===== config.mk =====
export PLATFORM = sky130hd
export DESIGN_NAME = nrisc_ula_seq
export DESIGN_NICKNAME = d
export VERILOG_FILES = /design/src/rtl/nrisc_ula_seq.sv
export SDC_FILE = /design/constraint.sdc
export NUM_CORES = 1
export LEC_CHECK = 0
export ABC_AREA = 0
export CELL_PAD_IN_SITES_DETAIL_PLACEMENT = 1
export CELL_PAD_IN_SITES_GLOBAL_PLACEMENT = 2
export CORE_ASPECT_RATIO = 0.8
export CORE_MARGIN = 2
export CORE_UTILIZATION = 33
export DETAILED_ROUTE_END_ITERATION = 8
export PLACE_DENSITY_LB_ADDON = 0.2
export SETUP_SLACK_MARGIN = 0.1
export SYNTH_ARGS = -nofsm -noshare
export SYNTH_HDL_FRONTEND = slang
export SYNTH_SLANG_ARGS = --single-unit
export TNS_END_PERCENT = 100

===== constraint.sdc =====
create_clock -name clk -period 3.9 [get_ports clk]
set_input_delay 0.39 -clock clk [delete_from_list [all_inputs] [get_ports clk]]
set_output_delay 0.39 -clock clk [all_outputs]
set_load 0.005 [all_outputs]

===== src/rtl/nrisc_ula_seq.sv =====
// Sequencer that drives an external registered ULA: single ULA commands, a
// shift-and-add multiply built from ULA additions, and illegal-code reporting.
module nrisc_ula_seq #(
    parameter int TAM = 16
) (
    input  logic           clk,
    input  logic           rst,
    input  logic           start,
    input  logic [3:0]     op,
    input  logic [TAM-1:0] op_a,
    input  logic [TAM-1:0] op_b,
    output logic           busy,
    output logic           done,
    output logic           err,
    output logic [TAM-1:0] result,
    output logic [2:0]     flags,
    output logic [TAM-1:0] ula_a,
    output logic [TAM-1:0] ula_b,
    output logic [3:0]     ula_ctrl,
    input  logic [TAM-1:0] ula_out,
    input  logic [2:0]     ula_flags
);

    localparam int CW = $clog2(TAM + 1);
    localparam logic [3:0] OP_MUL = 4'b1000;
    localparam logic [3:0] OP_ADD = 4'b0000;

    typedef enum logic [3:0] {
        IDLE, ISSUE, CAPT, MTEST, MADD_I, MADD_C, MSHIFT, FIN, ERR
    } state_t;

    state_t         state, state_n;
    logic [3:0]     op_r;
    logic [TAM-1:0] a_r, b_r;
    logic [TAM-1:0] acc, mc, mp;
    logic [CW-1:0]  cnt;
    logic           op_is_ula;

    always_comb begin
        op_is_ula = 1'b0;
        case (op)
            4'b0000, 4'b0001, 4'b0010, 4'b0011,
            4'b0100, 4'b0101, 4'b0110, 4'b0111,
            4'b1101, 4'b1110: op_is_ula = 1'b1;
            default:          op_is_ula = 1'b0;
        endcase
    end

    always_ff @(posedge clk or posedge rst) begin
        if (rst) state <= IDLE;
        else     state <= state_n;
    end

    // The ULA bus is only driven in the two issue states and idles at zero otherwise.
    always_comb begin
        state_n  = state;
        busy     = (state != IDLE);
        ula_a    = '0;
        ula_b    = '0;
        ula_ctrl = OP_ADD;
        case (state)
            IDLE: begin
                if (start) begin
                    if (op_is_ula)         state_n = ISSUE;
                    else if (op == OP_MUL) state_n = MTEST;
                    else                   state_n = ERR;
                end
            end
            ISSUE: begin
                ula_a    = a_r;
                ula_b    = b_r;
                ula_ctrl = op_r;
                state_n  = CAPT;
            end
            CAPT:   state_n = IDLE;
            MTEST:  state_n = mp[0] ? MADD_I : MSHIFT;
            MADD_I: begin
                ula_a    = acc;
                ula_b    = mc;
                ula_ctrl = OP_ADD;
                state_n  = MADD_C;
            end
            MADD_C: state_n = MSHIFT;
            MSHIFT: state_n = (cnt == CW'(1)) ? FIN : MTEST;
            FIN:    state_n = IDLE;
            ERR:    state_n = IDLE;
            default: state_n = IDLE;
        endcase
    end

    always_ff @(posedge clk or posedge rst) begin
        if (rst) begin
            op_r   <= '0;
            a_r    <= '0;
            b_r    <= '0;
            acc    <= '0;
            mc     <= '0;
            mp     <= '0;
            cnt    <= '0;
            result <= '0;
            flags  <= '0;
            err    <= 1'b0;
            done   <= 1'b0;
        end else begin
            done <= 1'b0;
            case (state)
                IDLE: begin
                    if (start) begin
                        op_r <= op;
                        a_r  <= op_a;
                        b_r  <= op_b;
                        if (op == OP_MUL) begin
                            acc <= '0;
                            mc  <= op_a;
                            mp  <= op_b;
                            cnt <= CW'(TAM);
                        end
                    end
                end
                CAPT: begin
                    result <= ula_out;
                    flags  <= ula_flags;
                    err    <= 1'b0;
                    done   <= 1'b1;
                end
                MADD_C: acc <= ula_out;
                MSHIFT: begin
                    mc  <= mc << 1;
                    mp  <= mp >> 1;
                    cnt <= cnt - CW'(1);
                end
                // Carry from the partial-product additions is deliberately dropped.
                FIN: begin
                    result <= acc;
                    flags  <= {acc[TAM-1], (acc == '0), 1'b0};
                    err    <= 1'b0;
                    done   <= 1'b1;
                end
                ERR: begin
                    result <= '0;
                    flags  <= '0;
                    err    <= 1'b1;
                    done   <= 1'b1;
                end
                default: ;
            endcase
        end
    end

endmodule


==> results of run 1 <==
synth_stat cells (2+ instances only):
master	instances
clkbuf_1	8
o21ai_0	41
xor2_1	4
nand2b_1	6
a22oi_1	16
and3_1	2
o21ai_1	11
dfrtp_1	114
mux2_1	5
nor2_2	2
a21oi_1	4
mux2i_1	31
mux2_2	29
nor4_1	4
a22o_1	50
and2_1	4
nor2_1	12
nand2_1	56
inv_1	9
ha_1	3
nand3_1	3
a31oi_4	2
clkbuf_2	2
buf_4	4
buf_2	19
logic make-up (layout without fill, tap and decap cells):
kind of cell,after synthesis,after routing
AOI/OAI and AO/OA,133,133
DFF,114,114
and+or+nand+nor,100,100
muxes,65,65
buffers and inverters,43,166
xor gates and xnor gates,4,4
adders and majority gates,3,3
state kept, by name (all words and copies together), names as in the netlist:
| register | cells |
|---|---|
| a_r | 16 |
| acc | 16 |
| b_r | 16 |
| mc | 16 |
| mp | 16 |
| result | 16 |
| cnt | 5 |
| op_r | 4 |
| state | 4 |
| flags | 3 |
| done | 1 |
| err | 1 |
stage by stage:
stage | cell area (sq um) | hold slack [ns]
final | 7250 | 0.480
after global routing | 7250 | 0.504
after CTS | 7250 | 0.484
after detailed placement | 6640 | 0.473
after global placement | 6640 | 0.461
after floorplan | 5290 | 0.442
power by group through the flow:
stage / combinational [W] / sequential (W) / clock, W
finish: 0.00198 / 0.00221 / 0.00160
global route: 0.00220 / 0.00230 / 0.00171
CTS: 0.00202 / 0.00221 / 0.00164
detailed placement: 0.00200 / 0.00222 / 0
global placement: 0.00195 / 0.00220 / 0
floorplan: 0.00121 / 0.00204 / 0
how the worst max path moves through the flow:
stage,start,end,slack [ns],cells past startpoint
2_1_floorplan,rst,a_r[0]$_DFFE_PP0P_,0.49,1
3_3_place_gp,state[0]$_DFFE_PP0P_,b_r[0]$_DFFE_PP0P_,1.36,4
3_5_place_dp,state[0]$_DFFE_PP0P_,b_r[3]$_DFFE_PP0P_,1.22,4
4_1_cts,state[2]$_DFFE_PP0P_,ula_a[10],0.89,5
5_1_grt,state[2]$_DFFE_PP0P_,ula_b[8],0.77,5
6_report,state[2]$_DFFE_PP0P_,ula_a[14],0.90,5
routing by layer:
| layer | vias up | GRT usage (%) |
|---|---|---|
| li1 | 1907 | - |
| met1 | 2045 | 24.8 |
| met2 | 85 | 29.5 |
| met3 | 13 | 5.58 |
| met4 | 0 | 5.69 |
| met5 | - | 0 |
layout make-up:
| class | instances | area [sq um] | area share, % |
|---|---|---|---|
| clock buffer | 22 | 484 | 6.68 |
| inverter | 9 | 36.3 | 0.501 |
| sequential | 114 | 2850 | 39.4 |
| timing repair buffer | 125 | 1240 | 17.1 |
| multi-input combinational | 305 | 2240 | 30.9 |
| tap | 215 | 269 | 3.71 |
| clock inverter | 10 | 130 | 1.79 |
worst reg2reg max path, stage by stage, from the launching register on:
cell and delay [ns]:
dfrtp_1 0.58, nor4_4 0.48, nand2_1 0.63, buf_4 0.48
mux2_1 0.35
==> key figures, run 1 <==
Status
  – Status: completed

Layout
  – Core Util, Final: 46.0%
  – Most frequent cells in the layout: clkdlybuf4s50_1 (115), dfrtp_1 (114), nand2_1 (56)
  – Area grow syn2layout: 37.0%
  – Final net count: approximately 630
  – Layout fillers: 1693
  – Share of cells above drive strength 1: 14.2%
  – Final Instance Count excl. Fillers: 800
  – Most common cell after layout, fill and taps aside: clkdlybuf4s50_1
  – Ant. Diodes: 0

Logic synthesis
  – Most used DFF post-synth: dfrtp_1
  – Flops & latches, synth: 114
  – Yosys cell types: 46
  – Synth top area cells: dfrtp_1 (54%), a22o_1 (8.3%), mux2_2 (6.2%)
  – Multiplexer area fraction after synthesis: 13.1%
  – Syn_nets: between 500 and 600
  – Synthesized area: roughly 5300 sq um
  – Post-synth EDFFs: 0
  – Post-synthesis simple-gate area fraction: a little under a tenth
  – Synth Area in Compound Gates: between 10% and 20%
  – Top-area cell type share of the netlist area: between 50 and 60%
  – Synth warn: 0
  – Number of standard cells after synthesis: approximately 460
  – Share of synthesized flip-flops with an asynchronous set or reset: 100%
  – Xor/xnor share of the synthesized area: less than 1%
  – Synth area leader: dfrtp_1
  – Largest family of logic cells by synthesized area: compound AO/OA/AOI/OAI gates
  – Part of the Yosys area used for sequential elements: approximately 54%
  – Synthesized area per cell: roughly 11 sq um
  – Post-synthesis adder-cell area fraction: less than 1%

STA
  – Final Max Slew Viols: 0
  – Period utilization: roughly three quarters
  – Final Critical Period: 3.00 ns
  – RSZ-0062 raised after global routing: no
  – Slew headroom: approximately 38%
  – Final setup TNS: 0 ns
  – Worst-margin pin slew: a little over 0.9 ns
  – Final setup margin: 0.905 ns
  – FMAX: 0.334 GHz
  – Setup-failing EPs final: 0
  – Skew final: between 0.007 and 0.008 ns
  – Final hold violation count: 0

Global route
  – Initial antenna violation count: 0
  – Global Route Usage Sum: a little under a fifth
  – Largest net degree at the start of global routing: 69
  – Grt ovf: 0
  – Vias in the first global route: between 4000 and 5000
  – First-pass GRT wire length: 24.2 mm

Floorplan
  – Die extent in x: about 150 um
  – Die ar.: about 17000 sq um
  – Std-Cell Rows: around 40
  – Core area: roughly 16000 sq um
  – Ports: ~120
  – Die Ht: approximately 120 um
  – Starting density of the core: between 30 and 40%

Pwr
  – Total power: between 0.005 and 0.006 W
  – Gate power share: between 30% and 40%
  – Power Density: 798 nW/um^2
  – Clock Power Share: between 20% and 30%
  – Leakage power: ~3.3 nW
  – Switching part of the total: 31.9%
  – Maximum VDD drop: roughly 0.35 mV
  – Reg power frac: about two fifths
  – Power Internal: 0.00394 W
  – Switching power: around 0.0018 W

Clocking
  – Number of setup buffers added after CTS: 0
  – CTS tree: built
  – CTS buffer count: 17
  – Worst-Skew Late Latency: 0.41 ns
  – Hold Buf Count CTS: 0
  – Post_cts resized: 0
  – Clk root buf: clkbuf_16
  – TritonCTS Sinks: around 110
  – Worst-path clk slew: ~0.05 ns
  – H-tree Lvls: 4
  – Maximum root-to-sink buffer count: 2

Setup path
  – CP Capture Type: output pin
  – Worst path required time: about 3.5 ns
  – Worst Path Arrival: about 2.6 ns
  – R2R Path Start: state[0]$_DFFE_PP0P_
  – CP cell instances: nand2b_1 -> nor3_4 -> buf_4 -> a22o_1 -> clkdlybuf4s50_1
  – Setup crit start kind: flop
  – RR Endpoint: b_r[3]$_DFFE_PP0P_
  – Worst Path Class, Setup: reg -> out
  – R2R setup slack: around 1.3 ns
  – Critical Path Max Stage Delay: 0.75 ns
  – Crit-path max FO: 19
  – CP max stage cell: dfrtp_1
  – WP buf/inv: 2
  – Worst path top cell family by delay: buffers and inverters
  – R2r worst-path depth: 4

Worst hold path
  – WHS Path Cells: 2
  – Hold path endpoint: mp[11]$_DFFE_PP0P_
  – Worst min path class: reg -> reg
  – Hold Startpoint: mp[11]$_DFFE_PP0P_

Placement
  – I/O Buffers: roughly 120
  – Dpl hpwl: between 10 and 15 mm
  – Placed cells: approximately 770
  – RePlAce Congestion: approximately 0.75
  – Pre-CTS setup slack: ~1.2 ns

Detailed routing
  – Met3 WL: about 730 um
  – Vias/cell: about 5.1
  – Routed wire length: 14.8 mm
  – M1 WL: 7.01 mm
  – Drt pass-1 iters: 4
  – Routed vias: between 4000 and 5000
  – WL/cell: approximately 19 um
  – Final antenna-violating net count: 0
  – Met2 WL: 6.93 mm
  – Top Layer Used: met4
  – Drt first-iter violations: ~170
  – DRC errors left: 0

Job
  – Max-cap violations: 0
(Power assumes the default switching activity.)
==> run 2, diff against run 1 <==
--- a/config.mk
+++ b/config.mk
@@ -10,7 +10,7 @@
 export CELL_PAD_IN_SITES_GLOBAL_PLACEMENT = 2
 export CORE_ASPECT_RATIO = 0.8
 export CORE_MARGIN = 2
-export CORE_UTILIZATION = 33
+export CORE_UTILIZATION = 29
 export DETAILED_ROUTE_END_ITERATION = 8
 export PLACE_DENSITY_LB_ADDON = 0.2
 export SETUP_SLACK_MARGIN = 0.1
==> constraint.sdc (replaced) <==
create_clock -name clk -period 2.5 [get_ports clk]
set_input_delay 0.25 -clock clk [delete_from_list [all_inputs] [get_ports clk]]
set_output_delay 0.25 -clock clk [all_outputs]
set_load 0.005 [all_outputs]
==> run 2 against run 1 <==
  * Routed wire length rose by 9.7%
  * Combinational power increased by 81%
  * Worst hold slack lost 0.19 ns
==> key figures, run 2 (synthesis gave the netlist of run 1 again) <==
Status
  – Status: completed

STA
  – Skew final: around 0.0070 ns
  – Setup-failing EPs final: 0
  – RSZ-0062 raised after global routing: yes
  – Worst-margin pin slew: around 0.73 ns
  – Final Max Slew Viols: 0
  – Final Critical Period: 2.40 ns
  – Final hold violation count: 0
  – Final setup TNS: 0 ns
  – Period utilization: approximately 96%
  – Slew headroom: around half
  – FMAX: ~0.42 GHz

Clocking
  – Worst-Skew Late Latency: around 0.41 ns
  – H-tree Lvls: 4
  – TritonCTS Sinks: 114
  – CTS tree: built
  – Maximum root-to-sink buffer count: 2
  – Worst-path clk slew: 0.05 ns
  – CTS buffer count: 17
  – Clk root buf: clkbuf_16
  – Hold Buf Count CTS: 0

Detailed routing
  – DRC errors left: 0
  – Routed wire length: between 15 and 20 mm
  – Vias/cell: slightly below 5
  – Routed vias: approximately 4200
  – Final antenna-violating net count: 0
  – Drt pass-1 iters: 4
  – Drt first-iter violations: 207
  – WL/cell: 19.3 um

Placement
  – RePlAce Congestion: 0.712
  – Placed Area: between 6000 and 7000 sq um
  – Dpl hpwl: approximately 11 mm
  – Placed cells: roughly 790
  – I/O Buffers: 115

Setup path
  – Critical Path Max Stage Delay: around 0.51 ns
  – RR Endpoint: acc[12]$_DFFE_PP0P_
  – Worst setup endpoint: ula_a[13]
  – WP buf/inv: 3
  – Crit. Startpoint: state[3]$_DFFE_PP0P_
  – CP cell instances: nand2b_4 -> nor3_4 -> buf_6 -> buf_12 -> a22o_1 -> clkdlybuf4s50_1
  – R2R setup slack: about 0.42 ns
  – Worst Path Arrival: between 2 and 2.5 ns
  – Worst path depth: 6
  – Worst path required time: between 2 and 2.5 ns
  – CP max stage cell: clkdlybuf4s50_1
  – Worst Path Class, Setup: reg -> out
  – R2r worst-path depth: 6
  – Crit-path max FO: 11
  – Worst path top cell family by delay: buffers and inverters
  – R2R Path Start: state[2]$_DFFE_PP0P_
  – Setup crit start kind: flop
  – CP Capture Type: output pin

Layout
  – Most common cell after layout, fill and taps aside: dfrtp_1
  – Final Instance Count excl. Fillers: about 840
  – Share of cells above drive strength 1: between 10% and 20%
  – Area grow syn2layout: 44.1%
  – Ant. Diodes: 0
  – Final net count: around 660
  – Final design area excluding fillers: 7620 sq um
  – Most frequent cells in the layout: dfrtp_1 (110), clkdlybuf4s50_1 (97), nand2_1 (56)

Floorplan
  – Starting density of the core: between 20% and 30%
  – Std-Cell Rows: 44
  – Die ar.: just under 20000 sq um
  – Core area: ~18000 sq um
  – Die Ht: ~120 um
  – Ports: approximately 120
  – Die extent in x: approximately 160 um

Global route
  – Global Route Usage Sum: ~17%
  – First-pass GRT wire length: 25.7 mm
  – Initial antenna violation count: 1
  – Largest net degree at the start of global routing: 65
  – Grt ovf: 0
  – Vias in the first global route: around 4500

Pwr
  – Power Density: about 1200 nW/um^2
  – Switching power: 0.00299 W
  – Total power: between 0.009 and 0.01 W
  – Clock Power Share: between 20% and 30%
  – Maximum VDD drop: between 0.5 and 0.6 mV
  – Switching part of the total: 32.1%
  – Reg power frac: between 30% and 40%
  – Gate power share: 38.3%
  – Leakage power: 3.77 nW
  – Power Internal: 0.00634 W

Job
  – Max-cap violations: 0

Worst hold path
  – Worst min path class: in -> async
## run 2: cell types whose count changed in the layout (fill, tap and decap cells not counted), sizes merged
cell,change
buf,+27
clkdlybuf4s50,-18
dlymetal6s2s,+18
clkbuf,+5
clkinv,-2
bufinv,-1
clkinvlp,-1
inv,-1
## run 2: worst min-delay path by stage
stage | cells after the start | to | start | slack [ns]
global route | 2 | mp[2]$_DFFE_PP0P_ | rst | 0.33
detailed placement | 2 | mp[4]$_DFFE_PP0P_ | mp[4]$_DFFE_PP0P_ | 0.47
global placement | 2 | mp[4]$_DFFE_PP0P_ | mp[4]$_DFFE_PP0P_ | 0.46
CTS | 2 | op_r[0]$_DFFE_PP0P_ | rst | 0.30
floorplan | 2 | state[3]$_DFFE_PP0P_ | op[3] | 0.38
finish | 2 | mp[2]$_DFFE_PP0P_ | rst | 0.29
## run 2: cell type report
cell class,count,area [sq um]
clock buffer,26,499
clock inverter,5,75.1
fill,1923,10400
inverter,9,37.5
multi-input combinational,305,2250
sequential,114,2860
tap,230,288
timing repair buffer,153,1610
## run 2: repair_timing
item,CTS,global route
pin swaps,0,4
endpoints found under the setup margin,36,36
cloned,1,1
resized for setup,18,21
setup buffers,4,11
## run 2: metal layers
| metal | global-route usage (%) | part of all wire (%) |
|---|---|---|
| met3 | 4.52 | 3.8 |
| met1 | 24.2 | 49 |
| met2 | 26.2 | 47 |
| met4 | 4.74 | 0.83 |
| met5 | 0 | 0.080 |
## run 2: power groups by stage
stage / combinational (W) / clock [W] / sequential (W)
global route: 0.00393 / 0.00252 / 0.00351
global placement: 0.00324 / 0 / 0.00339
floorplan: 0.00188 / 0 / 0.00319
finish: 0.00358 / 0.00238 / 0.00338
detailed placement: 0.00329 / 0 / 0.00343
CTS: 0.00348 / 0.00245 / 0.00340
## run 2: through the flow
stage,hold slack (ns),util (%),setup WS (ns)
floorplan,0.381,-,0.813
global placement,0.463,37.6,0.181
detailed placement,0.473,37.6,0.115
CTS,0.300,41.4,0.0681
global route,0.328,42.3,0.00508
finish,0.291,42.3,0.101
